[config.mk]
export PLATFORM = sky130hd
export DESIGN_NAME = descaler
export DESIGN_NICKNAME = d
export VERILOG_FILES = /design/src/rtl/descaler.sv
export SDC_FILE = /design/constraint.sdc
export NUM_CORES = 1
export LEC_CHECK = 0
export ABC_AREA = 1
export CORE_ASPECT_RATIO = 0.9
export CORE_MARGIN = 2
export CORE_UTILIZATION = 30
export CTS_CLUSTER_DIAMETER = 100
export DETAILED_ROUTE_END_ITERATION = 10
export RECOVER_POWER = 100
export SYNTH_ARGS = -nofsm -noshare
export SYNTH_HDL_FRONTEND = slang
export SYNTH_SLANG_ARGS = --single-unit
[constraint.sdc]
create_clock -name clk -period 5.25 [get_ports clk]
set_input_delay 1.05 -clock clk [delete_from_list [all_inputs] [get_ports clk]]
set_output_delay 1.05 -clock clk [all_outputs]
set_load 0.02 [all_outputs]
[src/rtl/descaler.sv]
// -----------------------------------------------------------------------------
// descaler
//   Receive-side inverse of the block scaler. Each block starts with a header
//   word whose low SCALE_BITWIDTH bits carry the block peak magnitude (scale),
//   followed by BLOCK_SIZE-1 quantised IQ words. Every quantised component is
//   restored to 16-bit amplitude as q*scale/2^(QUANTISATION_BITWIDTH-1),
//   saturated to [-32767, +32767].
//
//   Two-stage pipeline (multiply, then shift/saturate) that stalls as a whole:
//   inReady = !outValid || outReady. Headers are consumed and never forwarded.
//
// Ports
//   clk           clock
//   rst           synchronous reset, active-high
//   syncTo10ms    block resync pulse; the word accepted in the same cycle is a header
//   inData        header or quantised sample word {Q[31:16], I[15:0]}
//   inValid       inData valid
//   inReady       descaler can accept inData
//   outData       restored sample {Q, I}, signed 16-bit each
//   outValid      outData valid
//   outReady      sink accepts outData
//   outSof        marks the first sample of each block (valid with outValid)
//   currentScale  scale of the block being received
//
// Build option
//   DESCALER_ROUND_EN  defined: round half away from zero before the shift.
//                      undefined: plain arithmetic shift (floor).
// -----------------------------------------------------------------------------
module descaler #(
  parameter int INPUT_DATA_BITWIDTH   = 32,
  parameter int QUANTISATION_BITWIDTH = 12,
  parameter int SCALE_BITWIDTH        = 16,
  parameter int BLOCK_SIZE            = 1024
) (
  input  logic                           clk,
  input  logic                           rst,
  input  logic                           syncTo10ms,
  input  logic [INPUT_DATA_BITWIDTH-1:0] inData,
  input  logic                           inValid,
  output logic                           inReady,
  output logic [INPUT_DATA_BITWIDTH-1:0] outData,
  output logic                           outValid,
  input  logic                           outReady,
  output logic                           outSof,
  output logic [SCALE_BITWIDTH-1:0]      currentScale
);

  localparam int QB = QUANTISATION_BITWIDTH;
  localparam int HW = INPUT_DATA_BITWIDTH / 2;
  // signed QB-bit sample times zero-extended (signed SCALE_BITWIDTH+1) scale
  localparam int PW = QB + SCALE_BITWIDTH + 1;
  localparam int CW = $clog2(BLOCK_SIZE);

  localparam logic [CW-1:0] CNT_ZERO = {CW{1'b0}};
  localparam logic [CW-1:0] CNT_ONE  = CW'(1);
  localparam logic [CW-1:0] CNT_LAST = CW'(BLOCK_SIZE - 1);

  localparam logic signed [PW-1:0] SAT_MAX = PW'((2 ** (HW - 1)) - 1);
  localparam logic signed [PW-1:0] SAT_MIN = -SAT_MAX;

`ifdef DESCALER_ROUND_EN
  // Half-LSB bias. Negative products get one less so that the flooring shift
  // still rounds exact halves away from zero and everything else to nearest.
  localparam logic signed [PW-1:0] RND_POS = PW'(2 ** (QB - 2));
  localparam logic signed [PW-1:0] RND_NEG = PW'((2 ** (QB - 2)) - 1);
`endif

  typedef enum logic [0:0] {
    WAIT_HDR = 1'b0,
    DATA     = 1'b1
  } stateT;

  stateT                 state;
  logic [CW-1:0]         counter;

  logic                  advance;
  logic                  accept;
  logic                  isSample;
  logic                  firstSample;
  logic signed [PW-1:0]  sampI;
  logic signed [PW-1:0]  sampQ;
  logic signed [PW-1:0]  scaleExt;
  logic signed [PW-1:0]  prodI;
  logic signed [PW-1:0]  prodQ;

  logic                  s1Valid;
  logic                  s1Sof;
  logic signed [PW-1:0]  s1ProdI;
  logic signed [PW-1:0]  s1ProdQ;

  // Top nibble of the Q half is never looked at.
  logic                  unusedBits;
  assign unusedBits = ^inData[2*HW-1:HW+QB];

  // Shift down by QB-1 (optionally rounded) and clip to the symmetric 16-bit range.
  function automatic logic [HW-1:0] descaleComp(input logic signed [PW-1:0] prod);
    logic signed [PW-1:0] biased;
    logic signed [PW-1:0] shifted;
    logic [HW-1:0]        result;
`ifdef DESCALER_ROUND_EN
    if (prod[PW-1]) begin
      biased = prod + RND_NEG;
    end else begin
      biased = prod + RND_POS;
    end
`else
    biased = prod;
`endif
    shifted = biased >>> (QB - 1);
    if (shifted > SAT_MAX) begin
      result = SAT_MAX[HW-1:0];
    end else if (shifted < SAT_MIN) begin
      result = SAT_MIN[HW-1:0];
    end else begin
      result = shifted[HW-1:0];
    end
    return result;
  endfunction

  // The whole pipeline moves together, so input readiness only depends on the output slot.
  assign advance = !outValid || outReady;
  assign inReady = advance;
  assign accept  = inValid && inReady;

  // Stage-1 operands: sign-extended quantised halves, zero-extended scale of this block.
  always_comb begin
    sampI       = {{(PW-QB){inData[QB-1]}}, inData[QB-1:0]};
    sampQ       = {{(PW-QB){inData[HW+QB-1]}}, inData[HW+QB-1:HW]};
    scaleExt    = {{(PW-SCALE_BITWIDTH){1'b0}}, currentScale};
    prodI       = sampI * scaleExt;
    prodQ       = sampQ * scaleExt;
    // A resync in the same cycle turns the accepted word into a header.
    isSample    = (state == DATA) && !syncTo10ms;
    firstSample = (counter == CNT_ONE);
  end

  // Block framing: header capture, sample counting and resync.
  always_ff @(posedge clk) begin
    if (rst) begin
      state        <= WAIT_HDR;
      counter      <= CNT_ZERO;
      currentScale <= {SCALE_BITWIDTH{1'b0}};
    end else if (syncTo10ms || (state == WAIT_HDR)) begin
      if (accept) begin
        currentScale <= inData[SCALE_BITWIDTH-1:0];
        counter      <= CNT_ONE;
        state        <= DATA;
      end else begin
        counter      <= CNT_ZERO;
        state        <= WAIT_HDR;
      end
    end else begin
      case (state)
        DATA: begin
          if (accept) begin
            if (counter == CNT_LAST) begin
              state   <= WAIT_HDR;
              counter <= CNT_ZERO;
            end else begin
              counter <= counter + CNT_ONE;
            end
          end
        end
        default: begin
          state   <= WAIT_HDR;
          counter <= CNT_ZERO;
        end
      endcase
    end
  end

  // Multiply stage followed by shift/saturate stage; both hold while the output is stalled.
  always_ff @(posedge clk) begin
    if (rst) begin
      s1Valid  <= 1'b0;
      s1Sof    <= 1'b0;
      s1ProdI  <= {PW{1'b0}};
      s1ProdQ  <= {PW{1'b0}};
      outValid <= 1'b0;
      outSof   <= 1'b0;
      outData  <= {INPUT_DATA_BITWIDTH{1'b0}};
    end else if (advance) begin
      s1Valid <= accept && isSample;
      s1Sof   <= firstSample;
      if (accept && isSample) begin
        // The product already carries this block's scale, so a following
        // header cannot disturb samples still in flight.
        s1ProdI <= prodI;
        s1ProdQ <= prodQ;
      end
      outValid <= s1Valid;
      outSof   <= s1Valid && s1Sof;
      if (s1Valid) begin
        outData <= {descaleComp(s1ProdQ), descaleComp(s1ProdI)};
      end
    end
  end

endmodule

==> out/results.txt, run 1 <==
Skew-Pair Late Insertion Delay = 0.36 ns
TritonRoute pass-1 iters = 6
H-tree depth = 3
Post-route cell area = 22980 um^2
CTS Buffer Depth = 2
#FFs+latches synth = 99
Skew final = 0.009979 ns
Iter 0 DRT Violations = 724
Most common cell after layout, fill and taps aside = inv_1
I/O pin cnt = 88
CP Launch Point = inData[19]
Total Wirelength = 50.31 mm
RSZ-0062 raised after global routing = true
Starting Density = 30.46%
Placed cells = 3329
Max Cap Viol = 0
# clock sinks = 99
Core region area = 57330 um^2
Antenna Cells = 0
DR vias/cell = 4.588
Cells on Worst Hold Path = 2
Tmin final = 5.251 ns
Layout area overhead = 31.58%
F_max = 190.4 MHz
Reg area = 1982 um^2
Type of origin of the critical path = input port
Area of the multi-input gates = 14400 um^2
Final Hold Viols = 0
Peak VDD IR = 0.3167 mV
Pwr Density = 388.8 nW/um^2
Gate Count Post-Synth = 2421
Rel. slew slack = 3.698%
Total GRT Usage = 17.15%
Async S/R FF share, synth = 0%
Total CTS buffers = 9
P_leak = 0.01167 uW
CTS Root Cell = clkbuf_16
Vias = 15590
R2r endpoint = s1ProdI[28]
Arr. time, crit path = 5.51 ns
Worst-Margin Slew = 1.439 ns
Commonest non-fill, non-tap cells in the layout = inv_1 (542), nand2_1 (536), fa_1 (251)
Final cycle utilization of the critical path = 100.0%
Detailed Place HPWL = 38.65 mm
Reg2reg path depth = 21
Main synth FF type = dfxtp_1
Max-slew violations = 0
Total power = 8933 uW
Row count = 83
Die area = 60160 um^2
Status = finished with violations
Sequential share of the synthesized area = 11.35%
CTS tree = done
Gr ovfl total = 0
DRC = 0
Worst r2r src = currentScale[4]
Worst Hold Class = register to register
Kind of critical path = input port to register
Die width = 258.3 um
Syn_nets = 2900
Pin count of the biggest net entering global routing = 88
Crit path capture type = register
Placed cell areas = 20470 um^2
Clock transition at the registers of the reported paths = 0.08 ns
Fill count = 5866
Ys Warns = 0
Vias in the first global route = 16230
Hold path start = outData[9]
Share of cells above drive strength 1 = 24.05%
Cts-stage hold buffer count = 0
WL per Instance = 14.81 um
Post-route ant nets = 0
CP max FO = 6
Count of cell types in the netlist = 41
First-pass GRT wire length = 83.31 mm
Die Y = 232.9 um
Failing checks = setup timing
Setup WS post-layout = -0.001394 ns
Worst Hold End = outData[9]
EDFF count, synth = 0
PortBufs = 83
Final Setup Violations = 1
Non-Filler Instances = 3397
Required @ worst endpoint = 5.51 ns
R2r setup slk = 0.18 ns
Layout net count = 3106
Placer congestion estimate = 0.8615
Initial antenna violation count = 0
Syn_area_per_cell = 7.213 um^2
Netlist Area Pre-Place = 17460 um^2
-- metrics by stage --
stage                     hold slack, ns  setup WS [ns]  setup TNS (ns)  util (%)
after global routing              0.4904        -0.1965          -2.044     40.08
after CTS                         0.4684       -0.01723        -0.03992     38.48
after detailed placement          0.4572        -0.8279          -27.57     35.72
after floorplan                   0.4378       -0.01271        -0.01980         -
after global placement            0.4550        -0.8790          -27.68     35.72
final                             0.4632      -0.001394       -0.001394     40.08
-- sequential cells by signal (all words and copies together) (netlist names) --
register      count
state             1
outValid          1
s1ProdI          18
s1ProdQ          18
counter          10
outData          32
outSof            1
currentScale     16
s1Sof             1
s1Valid           1
-- layer usage --
metal / track usage (%) / vias up / wire [um]
met5: 0 / - / 0
met4: 2.547 / 0 / 748
met3: 1.438 / 53 / 1755
met2: 32.94 / 317 / 26690
met1: 21.10 / 7634 / 21120
li1: - / 7582 / -
-- synth_stat cells (2+ instances only) --
cell type / n / area share, %
dfxtp_1: 99 / 11
nor3_1: 17 / 0.49
a211oi_1: 3 / 0.13
xor2_1: 7 / 0.35
a21oi_1: 140 / 4.0
o211ai_1: 2 / 0.086
and3_1: 2 / 0.072
nor2_1: 118 / 2.5
clkbuf_1: 100 / 2.1
o21ai_0: 58 / 1.7
nand2_1: 617 / 13
nor2_2: 9 / 0.32
a21o_1: 6 / 0.26
inv_2: 4 / 0.086
or2_1: 3 / 0.11
buf_2: 11 / 0.32
nor3_2: 6 / 0.34
fa_1: 278 / 32
o21bai_1: 8 / 0.34
o21a_1: 2 / 0.086
or2_0: 3 / 0.11
nor2_4: 4 / 0.26
inv_1: 606 / 13
nand4_1: 21 / 0.75
nand3_1: 92 / 2.6
a21boi_0: 6 / 0.26
nor4_1: 5 / 0.18
xnor2_1: 5 / 0.25
ha_1: 164 / 12
nand2_2: 5 / 0.18
buf_4: 4 / 0.17
o21ai_1: 7 / 0.20
-- worst max path at each step --
stage                              to
after floorplan           s1ProdQ[26]
after global placement    s1ProdQ[17]
after detailed placement  s1ProdQ[17]
after CTS                 s1ProdQ[22]
after global routing      s1ProdQ[20]
final                     s1ProdQ[22]
-- what timing repair did --
item                                    4_1_cts  5_1_grt
buffers inserted                             34       14
hold endpoints to repair                      0        0
pin swaps                                   116      216
resized for setup                           289      306
gates cloned                                  8        0
endpoints found under the setup margin       36       36
-- final cells by class --
cell class / count / share of cell area (%)
Inverter: 611 / 10.02
Timing Repair Buffer: 310 / 13.20
Clock buffer: 9 / 0.9801
Tap cell: 765 / 4.166
Clock inverter: 7 / 0.3539
Sequential cell: 99 / 8.625
Multi-Input combinational cell: 1596 / 62.66
-- cell families after synthesis --
logic type	share of synthesized area, %
compound gates	7.158
xor+xnor	0.6018
fa+ha+maj	43.62
buf+inv	15.77
flops	11.35
simple gates	21.50
-- worst max-delay path, stage by stage --
cell and delay [ns]:
buf_4 0.12, bufbuf_16 0.27, nand2_2 0.06, fa_1 0.46, fa_1 0.49, inv_1 0.05
fa_1 0.51, fa_1 0.60, inv_2 0.05, fa_1 0.59, inv_2 0.06, ha_4 0.24
nand2_2 0.06, nand2_2 0.06, inv_2 0.06, nor2_2 0.03, nor2_2 0.15, nand2_1 0.08
nand2_2 0.08, nand3_2 0.11, nand2_2 0.09, nand2_2 0.04, o21ai_2 0.14, inv_1 0.04
-- power by group --
group,leakage (uW),switching (uW),total [uW],internal [uW]
clock,0.000152,333,711,378
sequential,0.000804,22.1,801,779
combinational,0.0107,4210,7420,3220
Power figures use the tool's default switching activity.
==> inputs of run 2 (changes only) <==
TNS_END_PERCENT = 30   (was unset)
==> out/results.txt, run 2 (synthesis gave the netlist of run 1 again) <==
Placer congestion estimate = 0.8654
Crit path capture type = register
Most used cell, CP = fa_1
RSZ-0062 raised after global routing = true
Skew-Pair Late Insertion Delay = 0.36 ns
Post-route ant nets = 0
Placed cells = 3319
Die area = 60160 um^2
Type of origin of the critical path = input port
Final Setup Violations = 0
Crit path max-delay family = adder cells
Post-Place Worst Slack = -0.7976 ns
First-pass GRT wire length = 81.78 mm
Pwr Density = 361.3 nW/um^2
DRC = 0
Initial antenna violation count = 0
Iter 0 DRT Violations = 800
Slowest-stage cell, CP = fa_1
Cts-stage hold buffer count = 0
Starting Density = 30.46%
CP max FO = 6
Max Cap Viol = 0
Total GRT Usage = 16.98%
Commonest non-fill, non-tap cells in the layout = inv_1 (571), nand2_1 (565), fa_1 (261)
Most common cell after layout, fill and taps aside = inv_1
Rel. slew slack = 2.779%
Total CTS buffers = 9
Core region area = 57330 um^2
WL per Instance = 14.56 um
H-tree depth = 3
# clock sinks = 99
PortBufs = 83
P_leak = 0.01164 uW
Worst Hold Class = register to register
Tmin final = 5.179 ns
Non-Filler Instances = 3385
Gr ovfl total = 0
Status = complete, no violations
Layout net count = 3094
Vias in the first global route = 15920
Max reg flops = 32
Share of cells above drive strength 1 = 19.66%
Arr. time, crit path = 5.43 ns
I/O pin cnt = 88
Total Wirelength = 49.30 mm
Required @ worst endpoint = 5.50 ns
CTS tree = done
Vias = 15390
F_max = 193.1 MHz
Setup WS post-layout = 0.07100 ns
Skew final = 0.009918 ns
Kind of critical path = input port to register
Setup TNS = 0 ns
Row count = 83
TritonRoute pass-1 iters = 6
Antenna Cells = 0
Crit path cell chain = buf_2, bufbuf_16, nand2_1, fa_1, inv_1, fa_1, fa_1, fa_1, fa_1, ha_1, a21oi_2, o21ai_1, inv_1, nand2_2, xor2_1, buf_4, o21ai_1, inv_1
Regs by FF count = outData: 32 flops, s1ProdI: 18 flops, s1ProdQ: 18 flops
Max-slew violations = 0
Max incr delay on CP = 0.55 ns
Worst-Margin Slew = 1.453 ns
Total power = 8131 uW
Peak VDD IR = 0.2613 mV
CTS Buffer Depth = 2
Pin count of the biggest net entering global routing = 88
Detailed Place HPWL = 38.18 mm
Layout area overhead = 28.88%
Clock transition at the registers of the reported paths = 0.07 ns
Worst Path Buf+Inv = 6
CTS Root Cell = clkbuf_16
Final Core Density = 39.26%
Largest reg by FF count = outData
Final Hold Viols = 0
Die width = 258.3 um
Final cycle utilization of the critical path = 98.65%
Die Y = 232.9 um
DR vias/cell = 4.547
## run 2: cell types whose count changed in the layout (fill, tap and decap cells not counted), sizes merged
cell,previous run,this run
clkbuf,15,18
clkdlybuf4s50,7,10
bufinv,1,0
inv,611,610
dlygate4sd3,51,48
bufbuf,1,6
buf,244,226
## run 2: layout make-up
cell class	instances	area, um^2
fillers	5916	34820
flip-flops and latches	99	1982
clock inverters	5	42.54
repair buffers	298	3073
inverters	611	2303
multi-input cells	1596	13900
clock buffers	11	252.7
well taps	765	957.2
## run 2: tightest hold or removal path, cell delays in order, from the launching register on
cell     delay, ns
dfxtp_1       0.31
nand2_1       0.06
a21oi_1       0.05
## run 2: per-stage QoR
| stage | hold WS, ns | instance area [um^2] |
|---|---|---|
| global route | 0.4870 | 22510 |
| floorplan | 0.4378 | 17780 |
| finish | 0.4607 | 22510 |
| CTS | 0.4651 | 21870 |
| global placement | 0.4544 | 20450 |
| detailed placement | 0.4534 | 20450 |
## run 2: path summary, 6_finish.rpt
path	from	endpoint	slack, ns	cells past startpoint
max	inData[6]	s1ProdI[13]	0.07	18
min	outData[26]	outData[26]	0.46	2
min reg2reg	outData[26]	outData[26]	0.46	2
max reg2reg	currentScale[3]	s1ProdQ[17]	0.28	19
## run 2: repair_timing
item                                    CTS  global route
pin swaps                                79           144
gates cloned                             12             0
endpoints found under the setup margin   36            36
hold endpoints to repair                  0             0
setup buffers                            29            11
gates resized for setup                 229           206
## run 2: power breakdown
part | switching, uW | total [uW] | leakage, uW | internal [uW]
Combinational | 3750 | 6660 | 0.0107 | 2910
Sequential | 23.0 | 802 | 0.000804 | 779
Clock | 318 | 671 | 0.000143 | 353
Total | 4090 | 8130 | 0.0116 | 4040
## run 2: routing by layer
metal  track usage (%)  share of wire (%)  vias to the layer above
li1                  -                  -                     7559
met1             20.71                 42                     7453
met2             31.01                 51                      292
met3             2.092                3.5                       86
met4             5.347                3.2                        0
met5                 0                  0                        -
==> inputs of run 3 (changes only) <==
CAP_MARGIN = 30   (was unset)
==> results of run 3 <==
Final layout, timing and power as in run 2 (identical DEF).
